<file path="config.mk">
export PLATFORM = sky130hd
export DESIGN_NAME = wb_scoreboard
export DESIGN_NICKNAME = d
export VERILOG_FILES = /design/src/rtl/wb_scoreboard_pkg.sv /design/src/rtl/wb_scoreboard_watchdog.sv /design/src/rtl/wb_scoreboard.sv
export SDC_FILE = /design/constraint.sdc
export NUM_CORES = 1
export LEC_CHECK = 0
export CAP_MARGIN = 20
export CORE_MARGIN = 1.5
export CORE_UTILIZATION = 50
export DETAILED_ROUTE_END_ITERATION = 7
export PLACE_DENSITY_LB_ADDON = 0.15
export SYNTH_ARGS = -nofsm -noshare
export SYNTH_HDL_FRONTEND = slang
export SYNTH_HIERARCHICAL = 1
export SYNTH_SLANG_ARGS = --single-unit
export TNS_END_PERCENT = 50
</file>
<file path="constraint.sdc">
create_clock -name clk -period 12.1 [get_ports clk]
set_input_delay 2.42 -clock clk [delete_from_list [all_inputs] [get_ports clk]]
set_output_delay 2.42 -clock clk [all_outputs]
set_load 0.02 [all_outputs]
</file>
<file path="src/rtl/wb_scoreboard_pkg.sv">
// ============================================================================
// Module   : wb_scoreboard_pkg
// Purpose  : Shared widths and packet types for the register-hazard scoreboard.
// Revision : 1.0 - initial release
// ============================================================================
`default_nettype none

package wb_scoreboard_pkg;

    // Returns max(1, clog2(n)) so a single-warp build still has a 1-bit id
    function automatic int sb_bits(input int n);
        return (n > 1) ? $clog2(n) : 1;
    endfunction

    localparam int SB_NUM_WARPS = 4;
    localparam int SB_NUM_REGS  = 64;
    localparam int NW_BITS      = sb_bits(SB_NUM_WARPS);
    localparam int NR_BITS      = $clog2(SB_NUM_REGS);

    typedef struct packed {
        logic [NW_BITS-1:0] wid;
        logic               wb;
        logic [NR_BITS-1:0] rd;
        logic [NR_BITS-1:0] rs1;
        logic [NR_BITS-1:0] rs2;
        logic [NR_BITS-1:0] rs3;
    } sb_issue_t;

    typedef struct packed {
        logic [NW_BITS-1:0] wid;
        logic [NR_BITS-1:0] rd;
        logic               eop;
    } sb_release_t;

endpackage

`default_nettype wire

</file>
<file path="src/rtl/wb_scoreboard_watchdog.sv">
// ============================================================================
// Module   : wb_scoreboard_watchdog
// Purpose  : Consecutive-stall counter with a sticky deadlock flag.
// Revision : 1.0 - initial release
// ============================================================================
`default_nettype none

module wb_scoreboard_watchdog #(
    parameter int DEADLOCK_CYCLES = 65535
) (
    input  logic clk,
    input  logic reset,
    input  logic stall,
    output logic deadlock
);

    localparam logic [31:0] C_LIMIT = 32'(DEADLOCK_CYCLES);

    logic [31:0] r_count;
    logic        r_deadlock;

    always_ff @(posedge clk) begin
        if (reset) begin
            r_count    <= '0;
            r_deadlock <= 1'b0;
        end else begin
            // Saturate so a very long stall cannot wrap and look healthy
            if (!stall)
                r_count <= '0;
            else if (r_count != '1)
                r_count <= r_count + 32'd1;
            if (stall && (r_count + 32'd1 >= C_LIMIT))
                r_deadlock <= 1'b1;
        end
    end

    assign deadlock = r_deadlock;

endmodule

`default_nettype wire

</file>
<file path="src/rtl/wb_scoreboard.sv">
// ============================================================================
// Module   : wb_scoreboard
// Purpose  : Per-(warp, register) in-use tracking that gates instruction issue.
//            Optional stall watchdog enabled by SCOREBOARD_WATCHDOG_EN.
// Revision : 1.0 - initial release
// ============================================================================
`default_nettype none

module wb_scoreboard
    import wb_scoreboard_pkg::*;
#(
    parameter int NUM_WARPS       = SB_NUM_WARPS,
    parameter int NUM_REGS        = SB_NUM_REGS,
    parameter int DEADLOCK_CYCLES = 65535
) (
    input  logic                 clk,
    input  logic                 reset,
    input  logic                 wb_valid,
    output logic                 wb_ready,
    input  logic [NW_BITS-1:0]   wb_wid,
    input  logic [NR_BITS-1:0]   wb_rd,
    input  logic                 wb_eop,
    input  logic                 ibuf_valid,
    output logic                 ibuf_ready,
    input  logic [NW_BITS-1:0]   ibuf_wid,
    input  logic                 ibuf_wb,
    input  logic [NR_BITS-1:0]   ibuf_rd,
    input  logic [NR_BITS-1:0]   ibuf_rs1,
    input  logic [NR_BITS-1:0]   ibuf_rs2,
    input  logic [NR_BITS-1:0]   ibuf_rs3,
    output logic [NUM_WARPS-1:0] warp_idle,
    output logic                 release_err,
    output logic                 deadlock
);

    logic [NUM_REGS-1:0] r_inuse [NUM_WARPS];
    logic                r_release_err;

    sb_issue_t           w_iss;
    sb_release_t         w_rel;
    logic                w_release;
    logic                w_fire;
    logic                w_hazard;
    logic [NUM_REGS-1:0] w_row;

    assign w_iss     = '{wid: ibuf_wid, wb: ibuf_wb, rd: ibuf_rd,
                         rs1: ibuf_rs1, rs2: ibuf_rs2, rs3: ibuf_rs3};
    assign w_rel     = '{wid: wb_wid, rd: wb_rd, eop: wb_eop};
    assign w_release = wb_valid && w_rel.eop;
    assign wb_ready  = 1'b1;

    // A register retiring this cycle already reads as free to the candidate
    always_comb begin
        w_row = r_inuse[w_iss.wid];
        if (w_release && (w_rel.wid == w_iss.wid))
            w_row[w_rel.rd] = 1'b0;
        w_hazard = w_row[w_iss.rs1] | w_row[w_iss.rs2] | w_row[w_iss.rs3]
                 | (w_iss.wb & w_row[w_iss.rd]);
    end

    assign ibuf_ready = ibuf_valid && !w_hazard && !reset;
    assign w_fire     = ibuf_valid && ibuf_ready;

    // Set after clear so a same-cycle retire and re-reserve leaves the bit set
    always_ff @(posedge clk) begin
        if (reset) begin
            for (int w = 0; w < NUM_WARPS; w++)
                r_inuse[w] <= '0;
        end else begin
            if (w_release && (w_rel.rd != '0))
                r_inuse[w_rel.wid][w_rel.rd] <= 1'b0;
            if (w_fire && w_iss.wb && (w_iss.rd != '0))
                r_inuse[w_iss.wid][w_iss.rd] <= 1'b1;
        end
    end

    always_ff @(posedge clk) begin
        if (reset)
            r_release_err <= 1'b0;
        else if (w_release && (w_rel.rd != '0) && !r_inuse[w_rel.wid][w_rel.rd])
            r_release_err <= 1'b1;
    end

    assign release_err = r_release_err;

    for (genvar w = 0; w < NUM_WARPS; w++) begin : g_idle
        assign warp_idle[w] = ~|r_inuse[w];
    end

`ifdef SCOREBOARD_WATCHDOG_EN
    wb_scoreboard_watchdog #(
        .DEADLOCK_CYCLES (DEADLOCK_CYCLES)
    ) u_watchdog (
        .clk      (clk),
        .reset    (reset),
        .stall    (ibuf_valid && !ibuf_ready),
        .deadlock (deadlock)
    );

`ifndef SYNTHESIS
    logic r_deadlock_q;
    always_ff @(posedge clk) begin
        r_deadlock_q <= reset ? 1'b0 : deadlock;
        if (!reset && deadlock && !r_deadlock_q)
            $error("wb_scoreboard deadlock: warp %0d inuse=%h", ibuf_wid, r_inuse[ibuf_wid]);
    end
`endif
`else
    // Parameter kept referenced so the disabled build stays warning-free
    assign deadlock = 1'b0 & (DEADLOCK_CYCLES == 0);
`endif

endmodule

`default_nettype wire

</file>
==> impl_metrics.yaml, run 1 <==
outcome:
  violations: "design-rule violations"
  outcome: "finished with violations"
yosys:
  yosysWarnings: 6
  synth_area_sq_mm: 0.01827
  syn_avg_cell_area_sq_um: 9.540
  synthFlopType: "dfxtp_1"
  yosysTopAreaCell: "dfxtp_1"
  synth_edf_count: 0
  yosysUniqueCellTypes: 75
  ys_ff_latch: 257
  synth-async-reset-ratio_pct: 0
  yosysTopAreaCellShare_pct: 28.16
  synth_top_cells_by_area: "dfxtp_1, mux4_2, o41ai_1, o211ai_1, clkbuf_1"
  netlist_instances: 1915
  syn-num-nets: 1955
  synth.yosys.seq_area_share_pct: 28.16
timing:
  period_needed_ns: 9.763
  worst_pin_slew_ns: 1.193
  fin_tns_setup_ns: 0
  holdWs_ns: 0.5233
  final-hold-violation-count: 0
  slew_viol_final: 0
  skew_ns: 0.01753
  max_slew_margin_pct: 20.27
  setup_viol: 0
  rsz0062_at_grt: "no"
  fmax_mhz: 102.4
  period_share_pct: 80.69
route:
  vias_per_cell: 8.649
  dr_wl_met2_um: 36560
  dr_wl_met3_um: 11830
  ant_nets: 0
  drt-initial-drc-count: 3067
  routed_wl_um: 86850
  wl_met1_um: 31420
  via_count: 19806
  top_layer: "met5"
  drtPass1Iterations: 8
  wire_per_inst_um: 37.93
  drc: 8
floorplanning:
  dieArea_sq_mm: 0.03769
  die-height_um: 194.1
  ioPinCount: 48
  die_w_um: 194.1
  initial_utilization_pct: 51.11
  rows: 69
  core_area_sq_mm: 0.03574
final_layout:
  syn_to_final_growth_pct: 7.547
  post_route_cells_drive_above_1_share_pct: 15.92
  final_nets: 1847
  final_common_cell: "dfxtp_1"
  final_cell_mix: "dfxtp_1, o41ai_1, o211ai_1, mux4_2, nand2_1"
  fill_cells: 3290
setup_path:
  r2r_cells: 11
  startpoint_type: "input pin"
  crit_end: "ibuf_ready"
  crit_buf_inv: 3
  crit_type: "in2out"
  critical_path_arrival_ns: 7.34
  crit_slowest_cell: "inv_1"
  path_depth: 11
  required_ns: 9.68
  crit_family: "buffers and inverters"
  end_kind: "primary output"
  crit_start: "wb_rd[0]"
  path_cells: "clkdlybuf4s50_1 > inv_1 > nand2_1 > o21ai_0 > mux4_2 > nor2_1 > or4_1 > o31a_1 > a22o_4 > nor2_1 > clkdlybuf4s50_1"
  timing.rr.end: "r_inuse[0][16]"
  reg2reg_slack_ns: 6.11
  r2r_start: "r_inuse[1][52]"
  cp_max_fo: 86
  slowest_delay_ns: 0.91
power_and_ir_drop:
  p_seq_share_pct: 41.2
  p_leak_nw: 6.076
  p_sw_share_pct: 30.77
  p_int_mw: 1.424
  peakVddDrop_uv: 123.5
  p_clk_share_pct: 43.9
  power_density_mw_per_mm2: 104.7
  power.switching_uw: 632.9
  finalPower_mw: 2.057
  combPwrFrac_pct: 14.9
clock_tree:
  cts_made_buffers: 29
  cts_resized: 0
  path_clk_slew_ns: 0.06
  numClockSinks: 257
  worstSkewPairLatency_ns: 0.60
  cts_max_level: 1
  clockRootBuffer: "clkbuf_16"
  cts_tree: "built"
  ctsHoldBuffers: 0
  clk_path_buf_depth: 3
  post_cts_buffers: 0
placed_design:
  globalplace.congestion: 1.020
  place_hpwl_um: 59160
  port_buffers: 45
run:
  maxCapViolations: 0
global_route:
  grt_overflow: 0
  grt_pass1_wl_um: 129000
  grt_max_degree: 91
  first_global_vias: 18638
  antenna_found_initial: 3
  grt_usage_pct: 45.23
min_path:
  holdCritPathClass: "reg2reg"
==> power groups by stage <==
stage | clock [mW] | sequential, mW | combinational, mW
6_report | 0.902 | 0.847 | 0.307
3_5_place_dp | 0 | 0.866 | 0.293
5_1_grt | 0.932 | 0.847 | 0.318
3_3_place_gp | 0 | 0.866 | 0.294
4_1_cts | 0.901 | 0.847 | 0.294
2_1_floorplan | 0 | 0.866 | 0.200
==> worst min path at each step <==
stage / cells past startpoint / endpoint / slack [ns] / startpoint
global placement: 2 / r_inuse[3][25] / 0.50 / r_inuse[3][25]
global route: 2 / r_inuse[3][60] / 0.54 / r_inuse[3][60]
CTS: 2 / r_inuse[3][57] / 0.52 / r_inuse[3][57]
floorplan: 1 / r_inuse[2][0] / 0.47 / r_inuse[2][0]
detailed placement: 2 / r_inuse[3][36] / 0.51 / r_inuse[3][36]
finish: 2 / r_inuse[3][57] / 0.52 / r_inuse[3][57]
==> area by class of cell <==
cell class,instances,area (sq um),area share (%)
Multi-Input combinational cell,1405,12090,61.51
Sequential cell,257,5145,26.19
Clock buffer,39,833.3,4.241
Timing Repair Buffer,94,803.3,4.088
Tap cell,461,576.8,2.936
Clock inverter,13,121.4,0.6177
Inverter,20,80.08,0.4076
Antenna cell,1,2.502,0.01274
==> cells by family after synthesis <==
family | after synthesis | synth area share, %
compound gates | 777 | 32.31
xor+xnor | 7 | 0.4178
buf+inv | 253 | 6.082
flops | 257 | 28.16
mux | 197 | 21.00
other cells | 2 | 0.04111
simple gates | 422 | 11.99
==> flip-flops by register name, indices dropped and copies added (netlist names) <==
signal       count
release_err      1
r_inuse        256
==> per-stage QoR <==
stage	cell area [sq um]	setup WS, ns	std cells	utilization (%)
floorplan	18270	4.166	1915	-
global placement	18690	2.673	2237	52.29
detailed placement	18690	2.500	2237	52.29
CTS	19650	2.493	2289	54.96
global route	19650	2.111	2289	54.96
finish	19650	2.337	2290	54.97
==> cells in the mapped netlist (4+ instances only) <==
master,count
nand2b_1,9
nand2_1,114
o31a_1,7
buf_4,18
nor2b_1,16
mux2i_1,39
xor2_1,5
nor3_1,18
nand4b_1,7
o41a_1,10
o2111ai_1,16
nand4_1,42
a21oi_1,73
o21bai_1,4
o41ai_1,242
o32ai_1,4
o21ai_1,4
clkbuf_1,148
buf_2,45
or2_2,4
nor4_1,72
o21ai_0,102
a22oi_1,28
o311ai_0,5
or3_1,7
and2_1,5
o31ai_1,18
mux2_2,10
o221ai_1,8
nand3_1,36
nor3b_1,4
nor2_1,67
buf_6,5
buf_1,17
o22ai_1,7
a41oi_1,6
mux4_2,148
inv_1,17
o41ai_2,8
dfxtp_1,257
o211ai_1,205
==> tightest hold or removal path, cell delays in order (launching register included) <==
cell and delay (ns):
dfxtp_1 0.33, o21ai_0 0.08, o41ai_1 0.06
==> metal layers <==
metal  vias up  track usage [%]
li1       7917                -
met1      9721            58.50
met2      1746            66.27
met3       418            12.19
met4         4            30.21
met5         -                0
Power figures use the tool's default switching activity.
==> inputs of run 2 (changes only) <==
==> constraint.sdc (replaced) <==
create_clock -name clk -period 8.7 [get_ports clk]
set_input_delay 1.74 -clock clk [delete_from_list [all_inputs] [get_ports clk]]
set_output_delay 1.74 -clock clk [all_outputs]
set_load 0.02 [all_outputs]
==> impl_metrics.yaml, run 2 (synthesized netlist as in run 1, its figures left out) <==
route:
  drtPass1Iterations: 8
  drt-initial-drc-count: 3359
  routed_wl_um: 86130
  vias_per_cell: 8.604
  wire_per_inst_um: 37.43
  ant_nets: 0
  drc: 8
  via_count: 19797
timing:
  worst_pin_slew_ns: 1.461
  period_needed_ns: 8.227
  final-hold-violation-count: 0
  fin_tns_setup_ns: 0
  max_slew_margin_pct: 2.589
  slew_viol_final: 0
  setup_viol: 0
  skew_ns: 0.01501
  period_share_pct: 94.56
  fin_ws_ns: 0.4732
  fmax_mhz: 121.6
  rsz0062_at_grt: "no"
setup_path:
  timing.rr.end: "r_inuse[0][29]"
  reg2reg_slack_ns: 4.24
  crit_type: "in2out"
  startpoint_type: "input pin"
  r2r_cells: 10
  crit_start: "wb_rd[4]"
  cp_max_fo: 17
  r2r_start: "r_inuse[1][54]"
  required_ns: 6.96
  crit_end: "ibuf_ready"
  critical_path_arrival_ns: 6.49
  end_kind: "primary output"
global_route:
  first_global_vias: 18595
  grt_usage_pct: 44.50
  grt_pass1_wl_um: 127300
  antenna_found_initial: 2
  grt_overflow: 0
  grt_max_degree: 241
clock_tree:
  cts_max_level: 1
  cts_resized: 0
  cts_made_buffers: 29
  worstSkewPairLatency_ns: 0.60
  post_cts_buffers: 0
  clockRootBuffer: "clkbuf_16"
  clk_path_buf_depth: 3
  path_clk_slew_ns: 0.07
  cts_tree: "built"
  ctsHoldBuffers: 0
  numClockSinks: 257
final_layout:
  area.sequential_sq_mm: 0.005145
  final_nets: 1856
  syn_to_final_growth_pct: 8.725
  postLayoutCellArea_sq_mm: 0.01986
  fill_cells: 3254
  final_common_cell: "dfxtp_1"
  largest_reg_flops: 256
  post_route_cells_drive_above_1_share_pct: 16.31
  top_register: "r_inuse"
  final_cell_mix: "dfxtp_1, o41ai_1, o211ai_1, mux4_2, nand2_1"
  fin_util_pct: 55.57
  multi_input_area_sq_mm: 0.01208
placed_design:
  dp_slack_ns: 0.7149
  place_hpwl_um: 58190
  placed_area_sq_mm: 0.01879
  port_buffers: 45
  globalplace.congestion: 1.040
floorplanning:
  die-height_um: 194.1
  core_area_sq_mm: 0.03574
  dieArea_sq_mm: 0.03769
  initial_utilization_pct: 51.11
  ioPinCount: 48
  rows: 69
  die_w_um: 194.1
power_and_ir_drop:
  p_leak_nw: 6.186
  peakVddDrop_uv: 156.3
  power_density_mw_per_mm2: 151.2
outcome:
  violations: "design-rule violations"
  outcome: "finished with violations"
run:
  maxCapViolations: 0
min_path:
  holdCritPathClass: "reg2reg"
run 2: critical path, cell delays in order:
cell and delay, ns:
clkdlybuf4s50_1 0.58, buf_4 0.30, and3b_1 0.54, nand2_1 0.24, o21ai_0 0.49, inv_1 0.08
mux4_2 0.47, o221ai_1 0.20, o211ai_1 0.26, a22o_4 0.39, nor2_1 0.47, clkdlybuf4s50_1 0.71
run 2: power by group:
part           internal (mW)  switching, mW  leakage, nW
Sequential              1.18        0.00130         2.07
Clock                  0.843          0.547        0.528
Combinational          0.103          0.331         3.59
run 2: worst min-delay path by stage:
| stage | slack, ns | start | end | cells after the start |
|---|---|---|---|---|
| finish | 0.52 | r_inuse[3][28] | r_inuse[3][28] | 2 |
| global route | 0.54 | r_inuse[1][0] | r_inuse[1][0] | 1 |
| CTS | 0.51 | r_inuse[3][28] | r_inuse[3][28] | 2 |
| detailed placement | 0.50 | r_inuse[3][28] | r_inuse[3][28] | 2 |
| global placement | 0.50 | r_inuse[3][28] | r_inuse[3][28] | 2 |
| floorplan | 0.47 | r_inuse[2][0] | r_inuse[2][0] | 1 |
run 2: routing by layer:
metal  share of wire (%)  wire [um]  up-vias  global-route usage [%]
li1                    -          -     7912                       -
met1                  35      30500     9530                   57.87
met2                  42      36310     1891                   65.37
met3                  15      12680      460                   12.72
met4                 7.7       6604        4                   27.34
met5               0.033         28        -                       0
run 2: area by class of cell:
cell class,count,share of cell area [%]
Multi-Input combinational cell,1405,60.82
Sequential cell,257,25.90
Timing Repair Buffer,103,4.573
Clock buffer,39,4.145
Tap cell,461,2.904
Clock inverter,15,1.241
Inverter,20,0.4031
Antenna cell,1,0.01260
run 2: per-stage QoR:
stage / cells / power [mW] / hold slack (ns)
floorplan: 1915 / 1.483 / 0.4700
global placement: 2246 / 1.620 / 0.4954
detailed placement: 2246 / 1.618 / 0.5017
CTS: 2300 / 2.980 / 0.5123
global route: 2300 / 3.055 / 0.5395
finish: 2301 / 3.003 / 0.5179
